--- src/rtl/branch_target_table.sv ---
// rtl/branch_target_table.sv - run-time programmable label-to-PC branch target table
// Define BTT_WR_BYPASS_EN to have a same-cycle write forwarded to a read of the same label.
module branch_target_table #(
  parameter int LABEL_W    = 8,
  parameter int PC_W       = 12,
  parameter int DEPTH      = 64,
  parameter int DEFAULT_PC = 0
) (
  input  logic               clk,
  input  logic               reset,
  output logic               ready,
  input  logic               wr_en,
  input  logic [LABEL_W-1:0] wr_label,
  input  logic [PC_W-1:0]    wr_target,
  input  logic               wr_inval,
  input  logic               rd_req,
  input  logic [LABEL_W-1:0] rd_label,
  output logic               rd_valid,
  output logic [PC_W-1:0]    rd_target,
  output logic               rd_hit
);

  localparam int IDX_W = (DEPTH > 1) ? $clog2(DEPTH) : 1;
  localparam logic [LABEL_W:0]  DEPTH_L  = (LABEL_W+1)'(DEPTH);
  localparam logic [IDX_W-1:0]  LAST_IDX = IDX_W'(DEPTH - 1);
  localparam logic [PC_W-1:0]   DEF_PC   = PC_W'(DEFAULT_PC);

  typedef enum logic {INIT, READY} state_t;

  state_t            state;
  logic [IDX_W-1:0]  sweep_idx;
  logic [DEPTH-1:0]  valid;
  logic [PC_W-1:0]   targets [DEPTH];

  logic              wr_in_range, rd_in_range, wr_fire, rd_fire;
  logic [IDX_W-1:0]  wr_idx, rd_idx;
  logic              lookup_hit;
  logic [PC_W-1:0]   lookup_target;

  assign wr_in_range = ({1'b0, wr_label} < DEPTH_L);
  assign rd_in_range = ({1'b0, rd_label} < DEPTH_L);
  assign wr_idx      = wr_label[IDX_W-1:0];
  assign rd_idx      = rd_label[IDX_W-1:0];
  assign wr_fire     = (state == READY) && wr_en && wr_in_range;
  assign rd_fire     = (state == READY) && rd_req;

  always_comb begin
    lookup_hit    = 1'b0;
    lookup_target = DEF_PC;
    if (rd_in_range && valid[rd_idx]) begin
      lookup_hit    = 1'b1;
      lookup_target = targets[rd_idx];
    end
`ifdef BTT_WR_BYPASS_EN
    // Forward the write that lands on this same edge so the read sees its effect.
    if (wr_fire && rd_in_range && (wr_label == rd_label)) begin
      lookup_hit    = !wr_inval;
      lookup_target = wr_inval ? DEF_PC : wr_target;
    end
`endif
  end

  always_ff @(posedge clk) begin
    if (reset) begin
      state     <= INIT;
      sweep_idx <= '0;
      ready     <= 1'b0;
      rd_valid  <= 1'b0;
      rd_target <= DEF_PC;
      rd_hit    <= 1'b0;
    end else begin
      case (state)
        INIT: begin
          valid[sweep_idx] <= 1'b0;
          rd_valid         <= 1'b0;
          if (sweep_idx == LAST_IDX) begin
            state <= READY;
            ready <= 1'b1;
          end else begin
            sweep_idx <= sweep_idx + IDX_W'(1);
          end
        end
        READY: begin
          if (wr_fire) begin
            valid[wr_idx] <= !wr_inval;
            if (!wr_inval) targets[wr_idx] <= wr_target;
          end
          rd_valid <= rd_fire;
          if (rd_fire) begin
            rd_target <= lookup_target;
            rd_hit    <= lookup_hit;
          end
        end
        default: state <= INIT;
      endcase
    end
  end

endmodule

--- config.mk ---
export PLATFORM = sky130hd
export DESIGN_NAME = branch_target_table
export DESIGN_NICKNAME = d
export VERILOG_FILES = /design/src/rtl/branch_target_table.sv
export SDC_FILE = /design/constraint.sdc
export NUM_CORES = 1
export LEC_CHECK = 0
export ABC_AREA = 1
export CORE_MARGIN = 2
export CORE_UTILIZATION = 31
export DETAILED_ROUTE_END_ITERATION = 8
export SYNTH_ARGS = -nofsm -noshare
export SYNTH_HDL_FRONTEND = slang
export SYNTH_SLANG_ARGS = --single-unit
--- constraint.sdc ---
create_clock -name clk -period 7.3 [get_ports clk]
set_clock_uncertainty 0.15 [all_clocks]
set_input_delay 1.825 -clock clk [delete_from_list [all_inputs] [get_ports clk]]
set_output_delay 1.825 -clock clk [all_outputs]
set_load 0.02 [all_outputs]
==> summary.md, run 1 <==
| Metric | Value |
|---|---|
| Status | complete, no violations |
| GR Overflow Total | 0 |
| H-tree Lvls | 3 |
| Slowest stage cell, crit path | nor2_1 |
| Critical path endpoint category | flop |
| Fin crit period | roughly 4700 ps |
| CP max stage delay | between 1000 and 1500 ps |
| 1st-pass router iterations | 6 |
| Initial DRC Count | around 3200 |
| CTS Sinks | ~850 |
| # IOs | 48 |
| Most used cell, CP | buf_4 |
| Setup CP Type | in -> reg |
| Number of fill cells | 11400 |
| Post-synthesis sequential area ratio | 0.701 |
| CP max FO | 31 |
| Wirelength, routed | slightly above 100 mm |
| Leak | between 0.01 and 0.015 uW |
| Commonest non-fill, non-tap cell in the layout | nand2_1 |
| Global-route wire length before repair | between 150 and 200 mm |
| Final #Nets | about 3300 |
| DRC | 0 |
| Mean post-synth cell area | 11.2 sq um |
| Yosys top cell area share | 0.689 |
| Ys async rst share | 0 |
| Global-route usage over all layers | 0.169 |
| Final setup viols | 0 |
| Post-layout util | 0.354 |
| Cell variety after synth | 25 |
| Peak Freq | 211 MHz |
| Least-Margin Pin Slew | 1370 ps |
| Register area | 0.0254 sq mm |
| Syn. warnings | 0 |
| CTS tree | yes |
| Port Buffers | 47 |
| Mapped Cells | between 3000 and 4000 |
| Share of cells above drive strength 1 | 0.0784 |
| Slew headroom | 0.0811 |
| CTS Root Cell | clkbuf_16 |
| Max IR drop VDD | around 0.18 mV |
| Post-cts sizing count | 0 |
| CTS buffer count | between 80 and 90 |
| Initial antenna violation count | 8 |
| Top FF cell, synth | edfxtp_1 |
| Unrepaired setup endpoints after global routing | no |
| Chip Height | about 350 um |
| Post-route ant nets | 0 |
| Critical path, cell by cell | clkdlybuf4s50_1, buf_4, nor4_4, buf_4, nand2_1, nor2_1 |
| Area leader, netlist | edfxtp_1 |
| Endpoints failing hold | 0 |
| Die area | ~0.12 sq mm |
| MaxCap Viol Count | 0 |
| Vias in the first global route | around 24000 |
| Site Rows | 125 |
| Critical Path Start Type | input pin |
| Worst-path clk slew | approximately 70 ps |
| Hold-fix buffers, CTS | 0 |
| Die X-Extent | between 300 and 400 um |
| Drt wl/cell | roughly 21 um |
| Max Root-Sink Buffers | 3 |
| Pwr Total | between 10000 and 15000 uW |
| Period utilization | 0.649 |
| Post-CTS setup buffers | 0 |
| Post-DP HPWL | approximately 57 mm |
| Number of synthesized flops with an enable pin | 832 |
| Syn_nets | 3285 |
| Count of pins over their slew limit | 0 |
| Power density over cell area | about 260 mW/mm^2 |
| Initial Util | 0.312 |
| CP arrival | 4870 ps |
| Area taken by multi-input logic gates | 0.00948 sq mm |
| Largest net degree at the start of global routing | 161 |
| Worst hold-check path type | reg -> reg |
| Routed vias | ~25000 |
| Mapped Area | 0.0363 sq mm |
| Area Growth Syn to Fin | 13.3% |
| Setup TNS after final layout | 0 ps |
| Most frequent cells in the layout | 999 x nand2_1, 832 x edfxtp_1, 816 x nand3_1 |
| GPL Wtd Cong | approximately 0.87 |
| Routed vias/inst | between 5 and 6 |
| WP data required | 7430 ps |
| Synth area leaders | edfxtp_1 69%, nand3_1 11%, nand2_1 10% |
| CORE AREA | 0.116 sq mm |
| Clock Latency Late Sink | 660 ps |
| Register bit total from synthesis | 854 |
[final timing paths]
path               from              to  slack (ps)  cells past startpoint
hold / removal    ready           ready         340                      2
hold reg to reg   ready           ready         340                      2
setup / recovery  reset  targets[17][8]        2560                      6
setup reg to reg  state  targets[17][8]        4030                      5
[cells by family after synthesis]
family,count (synthesis),synth area share
DFF,854,0.701
adders and majority gates,1,0.000345
AOI/OAI and AO/OA,183,0.0295
and+or+nand+nor,1928,0.231
buffers and inverters,285,0.0382
[routing by layer]
| metal | wire length, um | up-vias | track usage |
|---|---|---|---|
| met5 | 41 | - | 0 |
| met4 | 2200 | 6 | 0.0496 |
| met3 | 8650 | 151 | 0.0285 |
| met2 | 48000 | 1161 | 0.266 |
| met1 | 44900 | 12400 | 0.240 |
| li1 | - | 11600 | - |
[worst max-delay path: cells and delay by family]
family	cells	cell delay (ps)
AND/OR/NAND/NOR	3	2000
buffers and inverters	3	1020
[flip-flops by register name, summed over array words and instances, names as in the netlist]
| name | flops |
|---|---|
| state | 1 |
| rd_hit | 1 |
| rd_target | 12 |
| sweep_idx | 6 |
| targets | 768 |
| valid | 64 |
| rd_valid | 1 |
| ready | 1 |
[report_power, final]
part	leakage, uW	internal [uW]	switching [uW]	total (uW)
registers	0.00771	5400	12.5	5410
clock network	0.00140	2600	1910	4510
logic	0.00507	160	500	660
[synthesized netlist by cell type, types with 2 or more instances]
master and instances:
nor2_1 80, buf_1 26, o22ai_1 37, buf_2 95, nor3_1 19, inv_2 2, dfxtp_1 22, clkbuf_2 3
a21oi_1 48, edfxtp_1 832, clkbuf_1 53, nor3_2 11, o32ai_1 27, a211oi_1 2, clkinv_1 2, buf_4 41
nand2_1 1000, buf_6 5, inv_1 58, nand3_1 816, o21ai_0 68
[stage by stage]
stage,worst slack [ps],hold slack [ps],area [sq um],instances
6_report,2560,343,41100,4854
5_1_grt,2430,369,41100,4853
4_1_cts,2620,340,41100,4853
3_5_place_dp,1950,315,38200,4695
3_3_place_gp,1970,331,38200,4695
2_1_floorplan,3310,358,36300,3251
[final cells by class]
cell class                      instances  area share
Multi-Input combinational cell       2112       0.231
Clock buffer                          107      0.0558
Timing Repair Buffer                  143      0.0285
Clock inverter                         51      0.0137
Tap cell                             1524      0.0464
Inverter                               62     0.00609
Sequential cell                       854       0.619
Antenna cell                            1   0.0000609
No activity file was read; power rests on OpenSTA's default activity.
==> inputs of run 2 (changes only) <==
==> constraint.sdc (replaced) <==
create_clock -name clk -period 4.4 [get_ports clk]
set_clock_uncertainty 0.15 [all_clocks]
set_input_delay 1.1 -clock clk [delete_from_list [all_inputs] [get_ports clk]]
set_output_delay 1.1 -clock clk [all_outputs]
set_load 0.02 [all_outputs]
==> run 2 against run 1 <==
Against the previous run:
- final area up 1.1%
- die area stayed put
- flip-flop and latch count unchanged
- sequential share of layout area is 0.68 points lower
- highest routed layer unchanged
==> summary.md, run 2 (synthesized netlist as in run 1, its figures left out) <==
| Metric | Value |
|---|---|
| Largest net degree at the start of global routing | 105 (-35%) |
| Area Growth Syn to Fin | 14.6% |
| Largest Register | targets |
| Clock Latency Late Sink | 660 ps (about the same) |
| GPL Wtd Cong | 0.896 (+3.4%) |
| Chip Height | 346 um (unchanged) |
| Post-CTS setup buffers | 0 (unchanged) |
| Worst setup path startpoint | wr_label[4] |
| Initial DRC Count | 3467 (+7.1%) |
| Reg-to-Reg End | rd_target[11] |
| Ant diodes | 0 (-1) |
| Power density over cell area | 420 mW/mm^2 (+63%) |
| MaxCap Viol Count | 0 (unchanged) |
| Unrepaired setup endpoints after global routing | no |
| CP arrival | 3320 ps (-1550 ps) |
| Status | complete, no violations |
| Routed vias | 25500 (+1.1%) |
| Fin crit period | 3130 ps |
| Least-Margin Pin Slew | 1160 ps (-212 ps) |
| CTS Root Cell | clkbuf_16 |
| Number of fill cells | 11400 (+0.16%) |
| Initial Util | 0.312 (unchanged) |
| Critical path endpoint category | flop |
| Worst path bufs/invs | 3 (unchanged) |
| Final #Nets | 3333 (+1.2%) |
| # IOs | 48 (unchanged) |
| Routed vias/inst | 5.22 (+0.39%) |
| Initial antenna violation count | 3 (-5) |
| GR Overflow Total | 0 (unchanged) |
| H-tree Lvls | 3 (unchanged) |
| Count of pins over their slew limit | 0 (unchanged) |
| Endpoints failing hold | 0 (unchanged) |
| Registers with the most flip-flops | targets x768, valid x64, rd_target x12 |
| DRC | 0 (unchanged) |
| Max reg flops | 768 (unchanged) |
| Peak Freq | about 320 MHz |
| Reg2Reg Launch Point | state |
| Hold-fix buffers, CTS | 0 (unchanged) |
| CTS buffer count | 83 (-3.5%) |
| Reg2reg setup slack | 1380 ps (-2650 ps) |
| Post-DP HPWL | 63.8 mm (+12%) |
| Max IR drop VDD | 0.261 mV (+43%) |
| Site Rows | 125 (unchanged) |
| Share of cells above drive strength 1 | 0.0856 (+0.00724) |
| Critical path, cell by cell | clkdlybuf4s50_1, inv_1, nor3_2, nand3_1, nor2_1, buf_4 |
| Hold Worst Slack | 322 ps (-21.4 ps) |
| Post-cts sizing count | 0 (unchanged) |
| Most frequent cells in the layout | 999 x nand2_1, 832 x edfxtp_1, 816 x nand3_1 |
| Global-route wire length before repair | 158 mm (+2.0%) |
| Post-route ant nets | 0 (unchanged) |
| Global-route usage over all layers | 0.173 (+0.00440) |
| Final setup viols | 0 (unchanged) |
| Reg2Reg Depth | 6 (+1) |
| Worst-path clk slew | 60 ps (about the same) |
| Slew headroom | 0.226 (+0.145) |
| Slowest stage cell, crit path | nor3_2 |
| Wirelength, routed | 107 mm (+3.4%) |
| Setup TNS after final layout | 0 ps (unchanged) |
| Leak | 0.0144 uW (+1.7%) |
| Setup CP Type | in -> reg |
| Die area | 0.120 sq mm (unchanged) |
| WP data required | 4590 ps (-2840 ps) |
| Die X-Extent | 346 um (unchanged) |
| CTS Sinks | 854 (unchanged) |
| Commonest non-fill, non-tap cell in the layout | nand2_1 |
| CORE AREA | 0.116 sq mm (unchanged) |
| CTS tree | yes |
| Vias in the first global route | 23900 (+0.054%) |
| Period utilization | 0.712 |
| Worst hold-check path type | reg -> reg |
| CP max FO | 12 (-61%) |
| Critical Path Stages | 6 (unchanged) |
| Crit path to | targets[24][1] |
| Critical path's top delay family | simple AND/OR/NAND/NOR gates |
| Critical Path Start Type | input pin |
| Min-delay src | rd_target[10] |
| CP max stage delay | 670 ps (-420 ps) |
| Drt wl/cell | 22.0 um (+2.7%) |
| 1st-pass router iterations | 6 (unchanged) |
| Max Root-Sink Buffers | 3 (unchanged) |
| Port Buffers | 47 (unchanged) |
-- run 2: through the flow --
| step | setup WS, ps | util | instances | instance area, sq um | total power (uW) |
|---|---|---|---|---|---|
| finish | 1270 | 0.358 | 4887 | 41500 | 17500 |
| detailed placement | 634 | 0.334 | 4738 | 38800 | 10300 |
| global placement | 671 | 0.334 | 4738 | 38800 | 10300 |
| CTS | 1280 | 0.358 | 4887 | 41500 | 17500 |
| floorplan | 1140 | - | 3251 | 36300 | 9790 |
| global route | 1110 | 0.358 | 4887 | 41500 | 17900 |
-- run 2: area by class of cell --
cell class | instances | area [sq um] | area share
repair buffers | 186 | 1740 | 0.0420
flip-flops and latches | 854 | 25400 | 0.612
multi-input cells | 2112 | 9470 | 0.228
clock inverters | 44 | 537 | 0.0129
clock buffers | 105 | 2220 | 0.0535
well taps | 1524 | 1910 | 0.0459
inverters | 62 | 248 | 0.00596
-- run 2: worst min path at each step --
stage                          to  slack [ps]  cells after the start
detailed placement   rd_target[4]         310                      2
CTS                  rd_target[4]         320                      2
global route         rd_target[7]         340                      2
global placement            ready         310                      2
finish              rd_target[10]         320                      2
floorplan            sweep_idx[0]         360                      2
-- run 2: worst min-delay path, delay by kind of cell (launching register included) --
family / cells / cell delay (ps)
and+or+nand+nor: 1 / 60
DFF: 1 / 310
AOI/OAI and AO/OA: 1 / 60
-- run 2: per-layer routing --
metal	GRT usage	up-vias	share of wire
li1	-	11700	-
met1	0.250	12500	0.43
met2	0.268	1218	0.45
met3	0.0312	170	0.089
met4	0.0471	6	0.024
met5	0	-	0.00022
-- run 2: report_power, final --
| group | internal [uW] | leakage [uW] | switching [uW] | total (uW) |
|---|---|---|---|---|
| clock network | 4190 | 0.00133 | 3130 | 7320 |
| registers | 8960 | 0.00771 | 24.0 | 8990 |
| logic | 297 | 0.00539 | 863 | 1160 |
| total | 13400 | 0.0144 | 4020 | 17500 |
